`src/rtl/seg7_pkg.sv`:
```
// seg7 display driver shared definitions:
// segment patterns, BCD decode, scanner states.
package seg7_pkg;

  // active-low, bit7..0 = a,b,c,d,e,f,g,dp
  localparam logic [7:0] SEG_0 = 8'b0000_0011;
  localparam logic [7:0] SEG_1 = 8'b1001_1111;
  localparam logic [7:0] SEG_2 = 8'b0010_0101;
  localparam logic [7:0] SEG_3 = 8'b0000_1101;
  localparam logic [7:0] SEG_4 = 8'b1001_1001;
  localparam logic [7:0] SEG_5 = 8'b0100_1001;
  localparam logic [7:0] SEG_6 = 8'b0100_0001;
  localparam logic [7:0] SEG_7 = 8'b0001_1111;
  localparam logic [7:0] SEG_8 = 8'b0000_0001;
  localparam logic [7:0] SEG_9 = 8'b0000_1001;
  localparam logic [7:0] SEG_BLANK = 8'hFF;

  typedef enum logic [1:0] {
    WAIT,
    LOAD,
    SHIFT,
    LATCH
  } scan_state_t;

  function automatic logic [7:0] decode(
    input logic [3:0] nib
  );
    logic [7:0] s;
    case (nib)
      4'd0:    s = SEG_0;
      4'd1:    s = SEG_1;
      4'd2:    s = SEG_2;
      4'd3:    s = SEG_3;
      4'd4:    s = SEG_4;
      4'd5:    s = SEG_5;
      4'd6:    s = SEG_6;
      4'd7:    s = SEG_7;
      4'd8:    s = SEG_8;
      4'd9:    s = SEG_9;
      default: s = SEG_BLANK;
    endcase
    return s;
  endfunction

  function automatic longint pow10(input int n);
    longint r;
    r = 1;
    for (int i = 0; i < n; i++) r = r * 10;
    return r;
  endfunction

endpackage

```
`src/rtl/seg7_hc595_driver_if.sv`:
```
// Sample handshake into the seg7 display driver.
// value_i/value_valid from producer, value_ready back.
interface seg7_hc595_driver_if #(
  parameter int DATA_W = 10
);
  logic [DATA_W-1:0] value_i;
  logic              value_valid;
  logic              value_ready;

  modport master (
    output value_i,
    output value_valid,
    input  value_ready
  );

  modport slave (
    input  value_i,
    input  value_valid,
    output value_ready
  );
endinterface

```
`src/rtl/seg7_hc595_driver_bin2bcd_seq.sv`:
```
// Sequential double-dabble, one bit per cycle, MSB first.
// start/bin in; busy, done (final cycle), bcd (valid with done).
module bin2bcd_seq #(
  parameter int DATA_W = 10,
  parameter int DIGITS = 4
) (
  input  logic                  clk,
  input  logic                  rst_n,
  input  logic                  start,
  input  logic [DATA_W-1:0]     bin,
  output logic                  busy,
  output logic                  done,
  output logic [4*DIGITS-1:0]   bcd
);
  localparam int BW = 4 * DIGITS;
  localparam int CW = (DATA_W > 1) ? $clog2(DATA_W) : 1;
  localparam logic [CW-1:0] LAST = CW'(DATA_W - 1);

  logic [CW-1:0]     cnt;
  logic [DATA_W-1:0] sh;
  logic [BW-1:0]     acc;
  logic [BW-1:0]     adj;

  always_comb begin
    adj = acc;
    for (int i = 0; i < DIGITS; i++) begin
      if (acc[4*i +: 4] >= 4'd5)
        adj[4*i +: 4] = acc[4*i +: 4] + 4'd3;
    end
  end

  // bcd is the accumulator after this cycle's shift;
  // the parent captures it when done is high
  assign bcd  = {adj[BW-2:0], sh[DATA_W-1]};
  assign done = busy && (cnt == LAST);

  always_ff @(posedge clk or negedge rst_n) begin
    if (!rst_n) begin
      busy <= 1'b0;
      cnt  <= '0;
      sh   <= '0;
      acc  <= '0;
    end else if (!busy) begin
      if (start) begin
        busy <= 1'b1;
        cnt  <= '0;
        sh   <= bin;
        acc  <= '0;
      end
    end else begin
      acc <= bcd;
      sh  <= sh << 1;
      cnt <= cnt + 1'b1;
      if (done) busy <= 1'b0;
    end
  end
endmodule

```
`src/rtl/seg7_hc595_driver.sv`:
```
// Sample -> BCD -> multiplexed 7-seg via two 74HC595 chains.
// clk, rst_n; in_if (value_i/valid/ready); seg_*/com_* pins.
// Build option SEG7_LZB_EN: leading-zero blanking.
module seg7_hc595_driver
  import seg7_pkg::*;
#(
  parameter int DATA_W      = 10,
  parameter int DIGITS      = 4,
  parameter int SHIFT_DIV   = 4,
  parameter int REFRESH_DIV = 2700
) (
  input  logic clk,
  input  logic rst_n,
  seg7_hc595_driver_if.slave in_if,
  output logic seg_ser,
  output logic seg_srclk,
  output logic seg_rclk,
  output logic seg_oe_n,
  output logic com_ser,
  output logic com_srclk,
  output logic com_rclk,
  output logic com_oe_n
);
  localparam int BW = 4 * DIGITS;
  localparam int CW = $clog2(REFRESH_DIV);
  localparam int IW = (DIGITS > 1) ? $clog2(DIGITS) : 1;
  localparam int WAIT_LEN = REFRESH_DIV - 1 - 17 * SHIFT_DIV;
  localparam logic [CW-1:0] WAIT_END = CW'(WAIT_LEN - 1);
  localparam logic [CW-1:0] HALF_END = CW'(SHIFT_DIV - 1);
  localparam logic [CW-1:0] BIT_END  = CW'(2 * SHIFT_DIV - 1);
  localparam logic [IW-1:0] IDX_LAST = IW'(DIGITS - 1);

  localparam longint MAX_BIN = (longint'(1) << DATA_W) - 1;
  localparam longint MAX_BCD = pow10(DIGITS) - 1;

  if (MAX_BIN > MAX_BCD) begin : g_bad_width
    $error("DATA_W does not fit in DIGITS");
  end
  if (DIGITS < 1 || DIGITS > 8) begin : g_bad_digits
    $error("DIGITS must be 1..8");
  end
  if (SHIFT_DIV < 1) begin : g_bad_sdiv
    $error("SHIFT_DIV must be >= 1");
  end
  if (REFRESH_DIV < 18 * SHIFT_DIV + 2) begin : g_bad_rdiv
    $error("REFRESH_DIV too small");
  end

  logic          conv_busy;
  logic          conv_done;
  logic [BW-1:0] conv_bcd;
  logic [BW-1:0] disp;

  bin2bcd_seq #(
    .DATA_W (DATA_W),
    .DIGITS (DIGITS)
  ) u_conv (
    .clk   (clk),
    .rst_n (rst_n),
    .start (in_if.value_valid && !conv_busy),
    .bin   (in_if.value_i),
    .busy  (conv_busy),
    .done  (conv_done),
    .bcd   (conv_bcd)
  );

  assign in_if.value_ready = !conv_busy;

  always_ff @(posedge clk or negedge rst_n) begin
    if (!rst_n)         disp <= '0;
    else if (conv_done) disp <= conv_bcd;
  end

  scan_state_t    st, st_n;
  logic [CW-1:0]  cnt, cnt_n;
  logic [2:0]     bit_q, bit_n;
  logic [IW-1:0]  idx, idx_n;
  logic [7:0]     seg_sh, seg_sh_n;
  logic [7:0]     com_sh, com_sh_n;
  logic           srclk_q, srclk_n;
  logic           rclk_q, rclk_n;
  logic           oe_q, oe_d;

  logic [3:0]     nib;
  logic [7:0]     seg_byte;
  logic [7:0]     com_byte;

  assign nib      = disp[{idx, 2'b00} +: 4];
  assign com_byte = ~(8'd1 << idx);

`ifdef SEG7_LZB_EN
  logic [BW-1:0] upper;
  assign upper    = disp >> {idx, 2'b00};
  assign seg_byte = (idx != '0 && upper == '0)
                  ? SEG_BLANK : decode(nib);
`else
  assign seg_byte = decode(nib);
`endif

  always_ff @(posedge clk or negedge rst_n) begin
    if (!rst_n) begin
      st      <= WAIT;
      cnt     <= '0;
      bit_q   <= '0;
      idx     <= '0;
      seg_sh  <= '0;
      com_sh  <= '0;
      srclk_q <= 1'b0;
      rclk_q  <= 1'b0;
      oe_q    <= 1'b1;
    end else begin
      st      <= st_n;
      cnt     <= cnt_n;
      bit_q   <= bit_n;
      idx     <= idx_n;
      seg_sh  <= seg_sh_n;
      com_sh  <= com_sh_n;
      srclk_q <= srclk_n;
      rclk_q  <= rclk_n;
      oe_q    <= oe_d;
    end
  end

  always_comb begin
    st_n     = st;
    cnt_n    = cnt;
    bit_n    = bit_q;
    idx_n    = idx;
    seg_sh_n = seg_sh;
    com_sh_n = com_sh;
    srclk_n  = srclk_q;
    rclk_n   = rclk_q;
    oe_d     = oe_q;
    unique case (st)
      WAIT: begin
        if (cnt == WAIT_END) begin
          st_n  = LOAD;
          cnt_n = '0;
        end else begin
          cnt_n = cnt + 1'b1;
        end
      end
      LOAD: begin
        // frame snapshot: later BCD writes wait for next LOAD
        seg_sh_n = seg_byte;
        com_sh_n = com_byte;
        bit_n    = '0;
        cnt_n    = '0;
        srclk_n  = 1'b0;
        st_n     = SHIFT;
      end
      SHIFT: begin
        if (cnt == BIT_END) begin
          // zeros shift in, so ser rests low after bit 8
          cnt_n    = '0;
          srclk_n  = 1'b0;
          seg_sh_n = {seg_sh[6:0], 1'b0};
          com_sh_n = {com_sh[6:0], 1'b0};
          if (bit_q == 3'd7) begin
            st_n   = LATCH;
            rclk_n = 1'b1;
          end else begin
            bit_n = bit_q + 1'b1;
          end
        end else begin
          cnt_n   = cnt + 1'b1;
          srclk_n = (cnt >= HALF_END);
        end
      end
      LATCH: begin
        if (cnt == HALF_END) begin
          st_n   = WAIT;
          cnt_n  = '0;
          rclk_n = 1'b0;
          oe_d   = 1'b0;
          idx_n  = (idx == IDX_LAST) ? '0 : idx + 1'b1;
        end else begin
          cnt_n = cnt + 1'b1;
        end
      end
    endcase
  end

  assign seg_ser   = seg_sh[7];
  assign com_ser   = com_sh[7];
  assign seg_srclk = srclk_q;
  assign com_srclk = srclk_q;
  assign seg_rclk  = rclk_q;
  assign com_rclk  = rclk_q;
  assign seg_oe_n  = oe_q;
  assign com_oe_n  = oe_q;
endmodule
```
`src/flat_wrapper.sv`:
```
// flat-port wrapper written by rule: the top's interface ports become plain ports
module seg7_hc595_driver_flat import seg7_pkg::*;
#(
  parameter int DATA_W      = 10,
  parameter int DIGITS      = 4,
  parameter int SHIFT_DIV   = 4,
  parameter int REFRESH_DIV = 2700
)
  (clk, rst_n, seg_ser, seg_srclk, seg_rclk, seg_oe_n, com_ser, com_srclk, com_rclk, com_oe_n, in_if_value_i, in_if_value_valid, in_if_value_ready);
  seg7_hc595_driver_if #(.DATA_W(DATA_W)) in_if_i ();
  input  logic clk;
  input  logic rst_n;
  output logic seg_ser;
  output logic seg_srclk;
  output logic seg_rclk;
  output logic seg_oe_n;
  output logic com_ser;
  output logic com_srclk;
  output logic com_rclk;
  output logic com_oe_n;
  input wire logic [$bits(in_if_i.value_i)-1:0] in_if_value_i;
  input wire logic [$bits(in_if_i.value_valid)-1:0] in_if_value_valid;
  output wire logic [$bits(in_if_i.value_ready)-1:0] in_if_value_ready;
  assign in_if_i.value_i = in_if_value_i;
  assign in_if_i.value_valid = in_if_value_valid;
  assign in_if_value_ready = in_if_i.value_ready;
  seg7_hc595_driver #(.DATA_W(DATA_W), .DIGITS(DIGITS), .SHIFT_DIV(SHIFT_DIV), .REFRESH_DIV(REFRESH_DIV)) u_core (.clk(clk), .rst_n(rst_n), .in_if(in_if_i), .seg_ser(seg_ser), .seg_srclk(seg_srclk), .seg_rclk(seg_rclk), .seg_oe_n(seg_oe_n), .com_ser(com_ser), .com_srclk(com_srclk), .com_rclk(com_rclk), .com_oe_n(com_oe_n));
endmodule
```
`config.mk`:
```
export PLATFORM = sky130hd
export DESIGN_NAME = seg7_hc595_driver_flat
export DESIGN_NICKNAME = d
export VERILOG_FILES = /design/src/rtl/seg7_pkg.sv /design/src/rtl/seg7_hc595_driver_if.sv /design/src/rtl/seg7_hc595_driver_bin2bcd_seq.sv /design/src/rtl/seg7_hc595_driver.sv /design/src/flat_wrapper.sv
export SDC_FILE = /design/constraint.sdc
export NUM_CORES = 1
export LEC_CHECK = 0
export BUFFER_PORTS_ARGS = -buffer_cell sky130_fd_sc_hd__buf_2
export CAP_MARGIN = 20
export CORE_ASPECT_RATIO = 0.5
export CORE_UTILIZATION = 60
export CTS_CLUSTER_DIAMETER = 120
export DETAILED_ROUTE_END_ITERATION = 10
export MAX_ROUTING_LAYER = met4
export PLACE_DENSITY = 0.76
export SLEW_MARGIN = 20
export SYNTH_ARGS = -nofsm -noshare
export SYNTH_HDL_FRONTEND = slang
export SYNTH_SLANG_ARGS = --single-unit
export TNS_END_PERCENT = 20
```
`constraint.sdc`:
```
create_clock -name clk -period 3.65 [get_ports clk]
set_clock_uncertainty 0.2 [all_clocks]
set_input_delay 0.365 -clock clk [delete_from_list [all_inputs] [get_ports clk]]
set_output_delay 0.365 -clock clk [all_outputs]
set_load 0.02 [all_outputs]
```
**Word-level counts from Yosys, hierarchy flattened**

Memory sizes are Yosys's and may differ from the RTL's.
Cells that the tools add are included.

- Output and inout bits: 9
- Memories: 1
- Logic and storage cells: 93
- ROM bits: 112
- Bits in registers: 85

- Equal/unequal tests: 14
- Muxes and demuxes: 36
- Reductions and logical operators: 12
- Add/sub/neg operators: 8
- Order comparisons: 5
- Shift operators: 2
- Bitwise gates (word level): 1

Memory list:

| name | words | width | read ports | clocked after memory_dff | write ports | RTL line | source |
|---|---|---|---|---|---|---|---|
| (name not given) | 16 | 7 | 1 | 0 | 0 | seg7_pkg.sv:29 | `case (nib)` |

Operator list:

| kind | number |
|---|---|
| 12-bit one-hot mux with 4 select lines | 1 |
| 12-bit 2-to-1 mux | 3 |
| 16-bit 2-to-1 mux | 2 |
| 8-bit one-hot mux with 2 select lines | 2 |
| 10-bit 2-to-1 mux | 2 |
| 4-bit 2-to-1 mux | 5 |
| 4-bit by 3-bit greater-or-equal comparator with 1-bit output (second input constant) | 4 |
| 8-bit 2-to-1 mux | 2 |
| 16-bit by 5-bit indexed part select with 4-bit output | 1 |
| 12-bit by 1-bit adder with 12-bit output (second input constant) | 1 |
| 4-bit by 2-bit adder with 4-bit output (second input constant) | 3 |
| 12-bit equality test (second input constant) | 1 |
| 12-bit by 2-bit equality test with 1-bit output (second input constant) | 1 |
| 12-bit by 3-bit equality test with 1-bit output (second input constant) | 1 |
| 12-bit by 2-bit greater-or-equal comparator with 1-bit output (second input constant) | 1 |
| 2-bit 2-to-1 mux | 5 |
| 3-bit 2-to-1 mux | 3 |
| 2-bit by 1-bit != test with 1-bit output (second input constant) | 4 |
| 8-bit NOT | 1 |
| 2-bit one-hot mux with 4 select lines | 1 |
| 4-bit AND reduction | 2 |
| 1-bit by 2-bit left shift with 8-bit output (first input constant) | 1 |
| 1-bit 2-to-1 mux | 7 |
| 2-bit equality test (second input constant) | 3 |
| other kinds (16) | 21 |

**Depth between registers and ports, before layout**

Gate-level depths: netlist (run 1).

- Depth in word-level cells: 4
- Depth in mapped cells: 8

**Modules after synthesis**

From an unflattened synthesis (run 1), not the netlist that was laid out.

- Cells, all modules: 488
- Area total of the unflattened synthesis: 4883.4 um^2

Modules (own cells, without submodules):

| module | area each (um^2) | cells each | times used |
|---|---|---|---|
| seg7_hc595_driver | 2939.1 | 279 | 1 |
| bin2bcd_seq | 1944.4 | 209 | 1 |

**Worst setup path after synthesis (run 1)**

No wires, ideal clock.

- Kind: register to register
- Start: register u_core.idx[0]
- End: register u_core.seg_sh[5]
- Clock period less this slack: 2132 ps
- Buffers on the path: 1
- Path slack: 1518 ps
- Setup time: 64 ps
- Stages on the path, launching flop included: 9
- Data required time: 3386 ps
- Arrival time: 1868 ps
- Cell sequence: dfrtp_1 buf_6 mux4_1 inv_1 ha_1 nor3b_2 a211oi_2 nor3_1 a21o_1

- Word-level cells in the longest chain between the ends: 3

Ends and longest elaborated chain:

| item | RTL line | source |
|---|---|---|
| from (decl) | seg7_hc595_driver.sv:77 | `logic [IW-1:0] idx, idx_n;` |
| from (signal assigned) | seg7_hc595_driver.sv:115 | `idx <= idx_n;` |
| 16-bit by 5-bit indexed part select with 4-bit output | seg7_hc595_driver.sv:88 | `assign nib = disp[{idx, 2'b00} +: 4];` |
| memory 16 x 7 bit | n/a |  |
| 8-bit one-hot mux with 2 select lines | seg7_hc595_driver.sv:134 | `unique case (st)` |
| to (signal assigned) | seg7_hc595_driver.sv:116 | `seg_sh <= seg_sh_n;` |
| to (decl) | seg7_hc595_driver.sv:78 | `logic [7:0] seg_sh, seg_sh_n;` |

Every way passes these cells.
A chain may end at the register's enable or synchronous reset.

**Worst setup path in the final report (run 1)**

- Start: register u_core.idx[0]
- End: register u_core.seg_sh[6]

Same word-level chain as after synthesis.

==> results.md, run 1 <==
* Final min period at 2.45 ns
* Final Power at 3330 uW
* # DRC at 0
* Clock share of power at 27.2%
* Setup Fix Bufs, Post-CTS at 0
* DR iter-0 viols at 213
* Clk sinks at 85
* Max Cap Viol at 0
* All-Layer GR Usage at 24.5%
* Die X-Extent at 125 microns
* Average routed wire per standard cell at 14.4 microns
* Count of pins over their slew limit at 0
* Initial antenna violation count at 0
* Status: finished clean
* Fraction of synthesized cell area taken by the top area cell type at 46.2%
* Final Hold Fails at 0
* Worst Setup End Kind: register
* Global-route wire length before repair at 14600 microns
* Final setup margin at 1.20 ns
* RSZ-0062 raised after global routing: no
* Total gr overflow at 0
* Power share of the sequential group at 40.5%
* Synth area leaders: dfrtp_1 46%, ha_1 8.0%, nand2_1 4.2%
* FF+latch count, synth at 85
* Largest net degree at the start of global routing at 67
* Mapped cell area at 0.00455 sq mm
* CP Data Required Time at 3.70 ns
* Main combinational cell family by area after synthesis: simple AND/OR/NAND/NOR gates
* Port Buffers at 21
* Clock-pin slew on the worst setup and hold paths at 0.06 ns
* Mean post-synth cell area at 9.88 sq um
* Dpl hpwl at 5530 microns
* Final wirelength at 8250 microns
* Critical path arrival at 2.50 ns
* Layout fillers at 595
* Vias at 3227
* Sw frac at 33.9%
* Worst-path fanout max at 10
* Fin Setup TNS at 0 ns
* Worst hold slack at 0.0916 ns
* CP top delay family: multiplexers
* Area Growth Syn to Fin at 9.62%
* Adder-Cell Fraction of Synth Area at 7.97%
* Compound-cell area share of the yosys netlist at 14.6%
* Row cnt at 22
* Worst slew margin at 45.9%
* Buffers & Inverters on Critical Path at 1
* DR vias/cell at 5.62
* Synth Area in XOR/XNOR at 2.89%
* Largest stage delay on the critical path at 0.69 ns
* Fin nets at 515
* Place WS at 1.19 ns
* Core area at 0.00732 sq mm
* CTS tree: done
* Total clock buffers created by CTS at 9
* # setup viols final at 0
* Die height at 63.6 microns
* Sequential-to-total area share from yosys stat at 46.7%
* H-Tree Depth at 3
* Cell count after synthesis at 461
* Worst hold-check path type: in2reg
* Die ar. at 0.00796 sq mm
* Yosys top cell by area: dfrtp_1
* LEAKAGE at 0.00237 uW
* Power Dens Cells at 667 mW/mm^2
* CP max-delay cell: mux4_1
* First drt pass iteration count at 6
* Critical path class: reg2reg
* Startpoint types: register
* Post-synth top cells: 84 x dfrtp_1, 51 x nand2_1, 44 x nor2_1, 33 x a21oi_1, 31 x o21ai_0
* Final GP Congestion at 0.798
* Main synth FF type: dfrtp_1
* Number of synthesized flops with an enable pin at 0
* Starting Density at 62.2%
* Pint at 2200 uW
* Share of layout cells above drive strength 1 at 12.3%
* Syn nets at 503
* Synth async-reset ratio at 100%
* Switching pwr at 1130 uW
* Slew @ Worst Pin at 0.811 ns
* Worst-skew pair later-pin latency at 0.34 ns
* Ant diodes at 0
* Synth unique cells at 52
* I/O Pins at 22
* CP Cell Sequence: mux4_1, inv_1, ha_1, nand2_1, a211oi_1, a21oi_1, o21ai_0
* Most frequent cell after synthesis: dfrtp_1
* Final period util at 67.2%
* Synth warnings at 0
* Post-synthesis mux area share at 8.08%
* Post-Synth Simple-Gate Area at 15.0%
* Max Clock Freq at 408 MHz
* Utilization after layout at 68.2%
* CTS resizes at 0
* Number of global-route vias before repair at 3106
* Comb power frac at 32.3%
* CTS root buffer: clkbuf_16
* Routed Antenna Nets at 0
* CTS max path bufs at 2
* Peak VDD IR at 0.421 mV
* Hold buffers post-CTS at 1
==> area by class of cell <==
type                            instances  area [sq um]  area share (%)
Sequential cell                        85          2130            42.6
Clock inverter                          4          47.5           0.953
Multi-Input combinational cell        327          2210            44.3
Tap cell                               96           120            2.41
Timing Repair Buffer                   26           148            2.96
Clock buffer                           12           246            4.94
Inverter                               24          90.1            1.80
==> per-stage QoR <==
| step | cells | cell area, sq um |
|---|---|---|
| 3_5_place_dp | 557 | 4690 |
| 2_1_floorplan | 461 | 4550 |
| 6_report | 574 | 4990 |
| 3_3_place_gp | 557 | 4690 |
| 5_1_grt | 574 | 4990 |
| 4_1_cts | 574 | 4990 |
==> state kept, by name, indices dropped and copies added, names as in the netlist, 2 cells and up <==
register           cells
u_core.seg_sh          8
u_core.bit_q           3
u_core.cnt            12
u_core.u_conv.acc     16
u_core.st              2
u_core.idx             2
u_core.disp           16
u_core.u_conv.cnt      4
u_core.u_conv.sh      10
u_core.com_sh          8
==> power by group through the flow <==
stage | Combinational, uW | Clock, uW | Sequential (uW)
6_report | 1080 | 905 | 1350
4_1_cts | 1090 | 927 | 1350
5_1_grt | 1240 | 966 | 1380
3_3_place_gp | 1030 | 0 | 1350
3_5_place_dp | 1070 | 0 | 1360
2_1_floorplan | 880 | 0 | 1300
==> cells in the final DEF (no fill, tap or decap), types with 3 or more instances in the layout <==
master and instances:
dfrtp_1 84, nand2_1 51, nor2_1 44, a21oi_1 33, o21ai_0 31, ha_1 29
inv_1 23, buf_2 20, mux2i_1 15, o22ai_1 14, xor2_1 9, clkbuf_16 9
nand4_1 7, o21ai_1 7, nand2b_1 7, nor3b_1 7, nand3_1 6, xnor2_1 6
mux2_1 6, a31oi_1 5, mux2_2 5, buf_4 5, nor3_1 4, mux4_2 3
o21bai_1 3, a21o_1 3, a22o_1 3, a31o_2 3
==> routing by layer <==
layer	routed length, microns	global-route usage (%)	up-vias
met2	3800	37.8	43
li1	-	-	1619
met5	0	-	-
met4	104	8.99	0
met1	4110	31.2	1554
met3	238	6.97	11
==> worst register-to-register path, stage by stage (launching register included) <==
cell      delay [ns]
dfrtp_1         0.60
mux4_1          0.70
inv_1           0.16
ha_1            0.15
nand2_1         0.06
a211oi_1        0.23
a21oi_1         0.06
o21ai_0         0.20
==> worst paths after layout <==
kind	start	end	slack [ns]	cells past startpoint
worst max-delay path	u_core.idx[0]$_DFFE_PN0P_	u_core.seg_sh[6]$_DFFE_PN0P_	1.20	7
worst min-delay path	in_if_value_i[0]	u_core.u_conv.sh[0]$_DFFE_PN0P_	0.09	3
worst max register to register	u_core.idx[0]$_DFFE_PN0P_	u_core.seg_sh[6]$_DFFE_PN0P_	1.20	7
worst min register to register	u_core.disp[4]$_DFFE_PN0P_	u_core.disp[4]$_DFFE_PN0P_	0.27	2
max in group asynchronous	rst_n	u_core.cnt[8]$_DFF_PN0_	2.04	3
min in group asynchronous	rst_n	u_core.com_sh[4]$_DFFE_PN0P_	0.44	2
==> cells by family (layout without fill, tap and decap cells) <==
| kind of cell | after synthesis | count (layout) |
|---|---|---|
| flops | 85 | 85 |
| fa+ha+maj | 29 | 29 |
| simple gates | 141 | 141 |
| mux | 30 | 30 |
| buf+inv | 49 | 66 |
| xor+xnor | 15 | 15 |
| compound gates | 112 | 112 |
(Power assumes the default switching activity.)
==> run 2, diff against run 1 <==
--- a/config.mk
+++ b/config.mk
@@ -5,14 +5,15 @@
 export SDC_FILE = /design/constraint.sdc
 export NUM_CORES = 1
 export LEC_CHECK = 0
+export ABC_AREA = 1
 export BUFFER_PORTS_ARGS = -buffer_cell sky130_fd_sc_hd__buf_2
 export CAP_MARGIN = 20
 export CORE_ASPECT_RATIO = 0.5
-export CORE_UTILIZATION = 60
+export CORE_UTILIZATION = 56
 export CTS_CLUSTER_DIAMETER = 120
 export DETAILED_ROUTE_END_ITERATION = 10
 export MAX_ROUTING_LAYER = met4
-export PLACE_DENSITY = 0.76
+export PLACE_DENSITY = 0.75
 export SLEW_MARGIN = 20
 export SYNTH_ARGS = -nofsm -noshare
 export SYNTH_HDL_FRONTEND = slang
==> constraint.sdc (replaced) <==
create_clock -name clk -period 2.1 [get_ports clk]
set_clock_uncertainty 0.2 [all_clocks]
set_input_delay 0.21 -clock clk [delete_from_list [all_inputs] [get_ports clk]]
set_output_delay 0.21 -clock clk [all_outputs]
set_load 0.02 [all_outputs]
==> results.md, run 2 <==
* Worst hold-check path type: in2reg
* All-Layer GR Usage at 24.7%
* Power Dens Cells at 1140 mW/mm^2
* Count of pins over their slew limit at 0
* Final GP Congestion at 0.890
* Total clock buffers created by CTS at 9
* CP top delay family: buffers and inverters
* Final Hold Fails at 0
* Number of synthesized flops with an enable pin at 0
* Synth warnings at 0
* Most frequent cell after synthesis: nand2_1
* Yosys top cell by area: dfrtp_1
* Max Cap Viol at 0
* Sequential-to-total area share from yosys stat at 46.0%
* Utilization after layout at 66.6%
* RSZ-0062 raised after global routing: no
* Fin Setup TNS at 0 ns
* Clock-pin slew on the worst setup and hold paths at 0.06 ns
* Number of global-route vias before repair at 3541
* Post-synth top cells: 170 x nand2_1, 84 x dfrtp_1, 48 x inv_1, 45 x o21ai_0, 32 x nand3_1
* Share of layout cells above drive strength 1 at 14.6%
* Average routed wire per standard cell at 12.8 microns
* Buffers & Inverters on Critical Path at 3
* Slew @ Worst Pin at 0.469 ns
* Met1 usage at 30.4%
* Row cnt at 23
* Worst Setup End Kind: register
* Port Buffers at 21
* Largest net degree at the start of global routing at 40
* Commonest non-fill, non-tap cell in the layout: nand2_1
* Synth async-reset ratio at 100%
* Die height at 66.3 microns
* FF+latch count, synth at 85
* Largest stage delay on the critical path at 0.41 ns
* Cell count after synthesis at 562
* Status: finished clean
* Starting Density at 57.9%
* CTS tree: done
* Die X-Extent at 131 microns
* # DRC at 0
* Critical path class: reg2reg
* Clk sinks at 85
* CTS max path bufs at 2
* DR iter-0 viols at 210
* Vias at 3706
* Cell mode on critical path: nand2_1
* Worst-path fanout max at 21
* CP Data Required Time at 2.13 ns
* Met2 Resource Use GR at 40.9%
* Worst slew margin at 68.4%
* Dpl hpwl at 6330 microns
* Fraction of synthesized cell area taken by the top area cell type at 45.4%
* Ant diodes at 0
* Top Usage Layer GRT: met2
* First drt pass iteration count at 5
* Die ar. at 0.00866 sq mm
* Startpoint types: register
* Layout fillers at 672
* Final period util at 92.9%
* Critical path arrival at 1.98 ns
* Mean post-synth cell area at 8.24 sq um
* # setup viols final at 0
* Peak VDD IR at 0.817 mV
* CTS root buffer: clkbuf_16
* Initial antenna violation count at 0
* Met3 usage at 5.58%
* Synth unique cells at 38
* Mapped cell area at 0.00463 sq mm
* Main synth FF type: dfrtp_1
* CP Cell Sequence: inv_1, ha_1, inv_2, nand2_1, nand2_4, inv_2, nor2_1, nand2_1, nand2_1
* Worst-skew pair later-pin latency at 0.34 ns
* DR vias/cell at 5.19
* Total gr overflow at 0
* I/O Pins at 22
* Syn nets at 604
* CP max-delay cell: dfrtp_1
* Commonest non-fill, non-tap cells in the layout: 169 x nand2_1, 82 x dfrtp_1, 48 x inv_1
* Routed Antenna Nets at 0
* H-Tree Depth at 3
* Synth area leaders: dfrtp_1 45%, nand2_1 14%, ha_1 7.8%
* Max Clock Freq at 512 MHz
* LEAKAGE at 0.00271 uW
* Area Growth Syn to Fin at 15.1%
* Core area at 0.00800 sq mm
* Final min period at 1.95 ns
* Global-route wire length before repair at 15900 microns
* Registers with the most flip-flops: u_core.disp: 16 flops, u_core.u_conv.acc: 16 flops, u_core.cnt: 12 flops
* Fin nets at 639
* Final wirelength at 9140 microns
==> run 2: per-stage QoR <==
stage / hold slack, ns / setup WS (ns) / cell area, sq um / power [uW] / instances
6_report: 0.0661 / 0.148 / 5330 / 6100 / 714
5_1_grt: 0.113 / 0.00310 / 5330 / 6580 / 714
4_1_cts: 0.0617 / 0.0585 / 5310 / 6150 / 713
3_5_place_dp: -0.00426 / 0.0745 / 4860 / 4280 / 686
3_3_place_gp: -0.00821 / 0.165 / 4860 / 4210 / 686
2_1_floorplan: -0.286 / 0.222 / 4630 / 3800 / 562
==> run 2: area by class of cell <==
cell class / instances / area (sq um) / share of cell area, %
Multi-Input combinational cell: 399 / 2180 / 41.0
Sequential cell: 85 / 2130 / 40.0
Timing Repair Buffer: 43 / 313 / 5.87
Clock buffer: 12 / 246 / 4.62
Inverter: 59 / 221 / 4.15
Tap cell: 112 / 140 / 2.63
Clock inverter: 4 / 95.1 / 1.78
==> run 2: power by group <==
| part | total [uW] | leakage (uW) | switching (uW) | internal [uW] |
|---|---|---|---|---|
| logic | 1990 | 0.00145 | 1230 | 759 |
| registers | 2300 | 0.00110 | 247 | 2050 |
| clock network | 1810 | 0.000167 | 617 | 1190 |
==> run 2: path summary, 6_finish.rpt <==
check / from / endpoint / slack [ns] / depth (start not counted)
max: u_core.st[0]$_DFFE_PN0P_ / u_core.seg_sh[1]$_DFFE_PN0P_ / 0.15 / 9
min: in_if_value_valid / u_core.u_conv.cnt[2]$_DFFE_PN0P_ / 0.07 / 4
max reg2reg: u_core.st[0]$_DFFE_PN0P_ / u_core.seg_sh[1]$_DFFE_PN0P_ / 0.15 / 9
min reg2reg: u_core.com_oe_n$_DFFE_PN1P_ / u_core.com_oe_n$_DFFE_PN1P_ / 0.25 / 2
max in group asynchronous: rst_n / u_core.com_oe_n$_DFFE_PN1P_ / 0.92 / 3
min in group asynchronous: rst_n / u_core.com_sh[4]$_DFFE_PN0P_ / 0.16 / 2
==> run 2: routing by layer <==
metal  vias up  wire length (microns)
met3        11                    293
met1      1740                   4440
met4         0                    124
met5         -                      0
li1       1894                      -
met2        61                   4280
==> run 2: logic make-up after synthesis <==
group           after synthesis  share of synthesized area [%]
xor+xnor                     10                           1.89
simple gates                272                           26.2
fa+ha+maj                    29                           7.84
compound gates               88                           11.1
buf+inv                      78                           7.08
flops                        85                           46.0
==> run 2: what timing repair did <==
action,in CTS,in global routing
endpoints found under the setup margin,0,8
endpoints found under the hold margin,43,0
buffers inserted,0,1
gates resized for setup,0,4
hold buffers,11,0
==> run 2: worst reg2reg max path, delay by kind of cell (launching register included) <==
| kind | cells | cell delay [ns] |
|---|---|---|
| buf+inv | 3 | 0.50 |
| simple gates | 5 | 0.47 |
| flops | 1 | 0.41 |
| fa+ha+maj | 1 | 0.27 |
